## src/rtl/alu16_seq.sv

```systemverilog
// Two-pass 16-bit D-register sequencer (ADDD/SUBD/CMPD/LDD) over a shared 8-bit ALU.
// Low byte runs first; its carry feeds the high-byte pass, then the flags are merged.
module alu16_seq (
  input  logic        clk,
  input  logic        reset_n,
  input  logic        start,
  input  logic [1:0]  cmd,
  input  logic [15:0] opa,
  input  logic [15:0] opb,
  input  logic        cc_c_in,
  input  logic        cc_v_in,
  input  logic        cc_h_in,
  output logic        busy,
  output logic        done,
  output logic        result_we,
  output logic [15:0] result,
  output logic        c_out,
  output logic        v_out,
  output logic        z_out,
  output logic        n_out,
  output logic        h_out,
  output logic [7:0]  alu_a,
  output logic [7:0]  alu_b,
  output logic [3:0]  alu_op,
  output logic        alu_op7,
  output logic        alu_c,
  output logic        alu_v,
  output logic        alu_h,
  input  logic [7:0]  alu_res,
  input  logic        alu_cf,
  input  logic        alu_zf,
  input  logic        alu_nf,
  input  logic        alu_vf
);

  typedef enum logic [1:0] {IDLE, LO, HI, DONE} state_t;
  typedef enum logic [1:0] {ADD16 = 2'd0, SUB16 = 2'd1, CMP16 = 2'd2, LD16 = 2'd3} cmd_t;

  state_t      state, state_nxt;
  cmd_t        cmd_q;
  logic [15:0] opa_q, opb_q;
  logic        c_q, v_q, h_q;
  logic [7:0]  lo_res;
  logic        lo_c, lo_z;

  // NOTE: registers use non-blocking assignments so every flop samples pre-edge values.
  always_ff @(posedge clk) begin
    if (!reset_n) begin
      state  <= IDLE;
      cmd_q  <= ADD16;
      opa_q  <= '0;
      opb_q  <= '0;
      c_q    <= 1'b0;
      v_q    <= 1'b0;
      h_q    <= 1'b0;
      lo_res <= '0;
      lo_c   <= 1'b0;
      lo_z   <= 1'b0;
      result <= '0;
      c_out  <= 1'b0;
      v_out  <= 1'b0;
      z_out  <= 1'b0;
      n_out  <= 1'b0;
      h_out  <= 1'b0;
    end else begin
      state <= state_nxt;
      case (state)
        IDLE: if (start) begin
          cmd_q <= cmd_t'(cmd);
          opa_q <= opa;
          opb_q <= opb;
          c_q   <= cc_c_in;
          v_q   <= cc_v_in;
          h_q   <= cc_h_in;
        end
        LO: begin
          lo_res <= alu_res;
          lo_c   <= alu_cf;
          lo_z   <= alu_zf;
        end
        HI: begin
          result <= {alu_res, lo_res};
          n_out  <= alu_nf;
          z_out  <= lo_z & alu_zf;
          v_out  <= (cmd_q == LD16) ? 1'b0 : alu_vf;
          h_out  <= h_q;
          case (cmd_q)
            ADD16:   c_out <= alu_cf;
            LD16:    c_out <= c_q;
            default: c_out <= ~alu_cf;  // ALU reports not-borrow; CC wants borrow
          endcase
        end
        default: ;
      endcase
    end
  end

  // NOTE: every combinational output gets a default first so no latch is inferred.
  always_comb begin
    state_nxt = state;
    alu_a     = '0;
    alu_b     = '0;
    alu_op    = '0;
    alu_op7   = 1'b0;
    alu_c     = 1'b0;
    alu_v     = 1'b0;
    alu_h     = 1'b0;
    case (state)
      IDLE: if (start) state_nxt = LO;
      LO: begin
        state_nxt = HI;
        alu_a     = opa_q[7:0];
        alu_b     = opb_q[7:0];
        alu_op7   = 1'b1;
        alu_v     = v_q;
        alu_h     = h_q;
        case (cmd_q)
          ADD16:   alu_op = 4'hB;
          LD16:    begin alu_op = 4'h6; alu_c = c_q; end
          default: alu_op = 4'h0;
        endcase
      end
      HI: begin
        state_nxt = DONE;
        alu_a     = opa_q[15:8];
        alu_b     = opb_q[15:8];
        alu_op7   = 1'b1;
        alu_v     = v_q;
        alu_h     = h_q;
        case (cmd_q)
          ADD16:   begin alu_op = 4'h9; alu_c = lo_c; end
          LD16:    begin alu_op = 4'h6; alu_c = c_q; end
          default: begin alu_op = 4'h2; alu_c = ~lo_c; end  // sbc carry-in is borrow
        endcase
      end
      DONE: state_nxt = IDLE;
      default: state_nxt = IDLE;
    endcase
  end

  assign busy      = (state == LO) || (state == HI);
  assign done      = (state == DONE);
  assign result_we = (state == DONE) && (cmd_q != CMP16);

endmodule

```

## config.mk

```make
export PLATFORM = sky130hd
export DESIGN_NAME = alu16_seq
export DESIGN_NICKNAME = d
export VERILOG_FILES = /design/src/rtl/alu16_seq.sv
export SDC_FILE = /design/constraint.sdc
export NUM_CORES = 1
export LEC_CHECK = 0
export ABC_AREA = 0
export CAP_MARGIN = 20
export CORE_ASPECT_RATIO = 1.5
export CORE_MARGIN = 5
export CORE_UTILIZATION = 38
export CTS_BUF_LIST = sky130_fd_sc_hd__clkbuf_8 sky130_fd_sc_hd__clkbuf_16
export DETAILED_ROUTE_END_ITERATION = 12
export GPL_TIMING_DRIVEN = 0
export PLACE_DENSITY = 0.78
export SLEW_MARGIN = 20
export SYNTH_ARGS = -nofsm -noshare
export SYNTH_HDL_FRONTEND = slang
export SYNTH_SLANG_ARGS = --single-unit
export TNS_END_PERCENT = 1
```

## constraint.sdc

```tcl
create_clock -name clk -period 1.9 [get_ports clk]
set_clock_uncertainty 0.1 [all_clocks]
set_input_delay 0.19 -clock clk [delete_from_list [all_inputs] [get_ports clk]]
set_output_delay 0.19 -clock clk [all_outputs]
set_load 0.05 [all_outputs]
```

==> run summary <==
## Floorplan
• **Die Width** 85.9 um
• **Initial Util** 39.0%
• **chip height** 124 um
• **total I/O pin count** 100
• **count of standard-cell rows** 41
• **core region area** 8410 um2
• **Die Footprint** 10600 um2

## Logic synthesis
• **count of yosys warnings during synthesis** 0
• **count leader, synth** sky130_fd_sc_hd__dfxtp_1
• **cells after synthesis** 342
• **sequential-to-total area share from yosys stat** 42.7%
• **unique cell type count in the Yosys netlist** 27
• **leading post-synthesis cells by cell area** sky130_fd_sc_hd__dfxtp_1 (43%), sky130_fd_sc_hd__a21boi_2 (10%), sky130_fd_sc_hd__mux2i_1 (8.9%), sky130_fd_sc_hd__nor2b_1 (8.8%), sky130_fd_sc_hd__nand2_1 (7.7%)
• **post-synth top area share** 42.7%
• **area of the mapped netlist** 3280 um2
• **FFs w/ async S/R, synth** 0%
• **largest area contributor in the synthesized netlist** sky130_fd_sc_hd__dfxtp_1
• **number of synthesized register bits** 70
• **average cell area after synthesis** 9.59 um2
• **top post-synthesis cells by count** sky130_fd_sc_hd__dfxtp_1 (70), sky130_fd_sc_hd__nand2_1 (67), sky130_fd_sc_hd__nor2b_1 (46)
• **predominant post-synthesis flop cell** sky130_fd_sc_hd__dfxtp_1
• **synthesized netlist net count** 402
• **EDFF count, synth** 0

## GRT
• **Total Routing Usage GR** 17.1%
• **residual overflow from global routing** 0
• **pin count of the biggest net entering global routing** 20
• **initial antenna violation count** 0
• **wire length of the first global-routing pass** 13.9 mm
• **number of global-route vias before repair** 2808

## Place
• **count of buffers from port buffering** 99
• **global placement routability congestion** 0.804
• **placed wire-length estimate after detailed placement** 6.41 mm

## Routing
• **DRC** 0
• **via density per instance** 4.84
• **length of the first detailed-routing pass in iterations** 4
• **total vias in the final route** 2749
• **ANT nets after route** 0
• **drt initial violations** 127
• **drt total wl** 8.67 mm
• **wire length per cell** 15.3 um

## Critical path
• **required time worst endpoint** 1.61 ns
• **Startpoint Class** flop
• **count of cells along the worst register-to-register path** 6
• **CP Class** reg -> out
• **Crit Path Max Fanout** 4
• **Worst Setup End Kind** primary output
• **data arrival time of the critical path** 1.71 ns

## STA
• **WHS** 0.313 ns
• **final hold violation count** 0
• **max-slew violation count** 0
• **ratio of final minimum period to clock period** 105%
• **final-layout setup total negative slack** -0.246 ns
• **smallest setup slack after layout** -0.0988 ns
• **highest clock rate** 500 MHz
• **setup repair after global routing missed its margin** true
• **number of failing setup endpoints in the final timing report** 4
• **slew at the pin with the worst max-slew slack** 0.503 ns
• **relative max-transition margin** 66.4%
• **Min Clock Period, post-route** 2.00 ns

## Final layout
• **Area Growth Syn to Fin** 54.0%
• **number of fillers in the final layout** 739
• **final net count** 516
• **proportion of layout cells with a drive suffix above 1** 32.1%
• **number of antenna cells inserted** 0
• **Seq. cell area** 1410 um2
• **area used by multi-input combinational logic** 1840 um2

## Outcome
• **violations in the final reports** negative setup slack
• **outcome** finished with violations

## Power
• **largest vdd supply drop** 0.000880 V
• **leakage power of the design** 1.81 nW
• **power density over the cells** 1470 nW/um2

## CTS
• **worst-skew pair later-pin latency** 0.33 ns
• **clock tree from TritonCTS** built
• **clock root buffer** sky130_fd_sc_hd__clkbuf_16
• **Worst-path clk slew** 0.05 ns
• **hold buffer count at CTS** 0
• **number of clock sinks** 70
• **H-tree depth** 3
• **Inserted Clock Buffers** 9
• **largest buffer count on any clock path** 2

## Min path
• **hold path cells** 3
• **classification of the worst-slack hold path** in -> reg

## Run
• **max-cap violations** 0

routing by layer:
metal	global-route usage, %	wire, um
met1	18.7	3390
met2	30.7	4550
met3	3.51	440
met4	9.41	290
met5	0	0
what timing repair did:
| item | in CTS | in global routing |
|---|---|---|
| setup endpoints to repair | 27 | 25 |
| gates resized for setup | 186 | 54 |
| pin swaps | 2 | 6 |
| setup buffers | 2 | 5 |
cell type report:
type,instances,area share [%]
Clock buffer,12,5.28
Sequential cell,70,28.0
Multi-Input combinational cell,238,36.4
Inverter,8,0.892
Tap cell,107,2.65
Timing Repair Buffer,106,20.8
Buffer,23,4.63
Clock inverter,4,1.36
sequential cells by signal, summed over array words and instances (netlist names):
| signal | count |
|---|---|
| z_out | 1 |
| v_q | 1 |
| state | 2 |
| lo_c | 1 |
| lo_res | 8 |
| lo_z | 1 |
| opb_q | 16 |
| h_out | 1 |
| c_out | 1 |
| c_q | 1 |
| v_out | 1 |
| result | 16 |
| opa_q | 16 |
| h_q | 1 |
| n_out | 1 |
| cmd_q | 2 |
power by group:
part	internal, W	switching (W)	total [W]
clock network	0.00125	0.000580	0.00183
registers	0.00178	0.000197	0.00198
logic	0.00160	0.00200	0.00360
layout by cell type (no fill, tap or decap), types with 11 or more instances in the layout:
cell                               n
sky130_fd_sc_hd__a21boi_2         31
sky130_fd_sc_hd__a22oi_2          12
sky130_fd_sc_hd__buf_4            14
sky130_fd_sc_hd__buf_6            19
sky130_fd_sc_hd__clkdlybuf4s50_1  72
sky130_fd_sc_hd__dfxtp_1          66
sky130_fd_sc_hd__mux2i_1          29
sky130_fd_sc_hd__nand2_1          67
sky130_fd_sc_hd__nand2_2          11
sky130_fd_sc_hd__nor2b_1          33
sky130_fd_sc_hd__nor2b_2          11
critical path: stages (launching register included):
cell,delay (ns)
sky130_fd_sc_hd__dfxtp_4,0.35
sky130_fd_sc_hd__inv_4,0.07
sky130_fd_sc_hd__ha_4,0.17
sky130_fd_sc_hd__buf_12,0.12
sky130_fd_sc_hd__clkinv_8,0.04
sky130_fd_sc_hd__a211o_1,0.27
sky130_fd_sc_hd__a21boi_2,0.17
sky130_fd_sc_hd__buf_6,0.18
stage by stage:
stage | worst slack (ns) | power [W] | utilization, % | instance area [um2] | std cells
final | -0.0988 | 0.00741 | 60.0 | 5050 | 568
after global routing | -0.145 | 0.00780 | 60.0 | 5050 | 568
after CTS | -0.121 | 0.00716 | 57.7 | 4850 | 565
after detailed placement | -0.943 | 0.00509 | 52.7 | 4430 | 548
after global placement | -0.900 | 0.00501 | 52.7 | 4430 | 548
after floorplan | -0.243 | 0.00418 | - | 3310 | 342
path summary, 6_finish.rpt:
check	startpoint	end	slack, ns
hold / removal	cmd[1]	cmd_q[1]	0.31
setup / recovery	state[0]	alu_c	-0.1
hold reg to reg	opb_q[0]	opb_q[0]	0.37
setup reg to reg	state[1]	opb_q[3]	0.46
logic make-up (layout without fill, tap and decap cells):
kind of cell,after synthesis,count (layout),share of synthesized area [%]
AOI/OAI and AO/OA,64,64,17.9
adders and majority gates,8,8,3.05
buffers and inverters,34,153,6.83
DFF,70,70,42.7
muxes,29,29,8.85
and+or+nand+nor,137,137,20.7
Power figures use the tool's default switching activity.
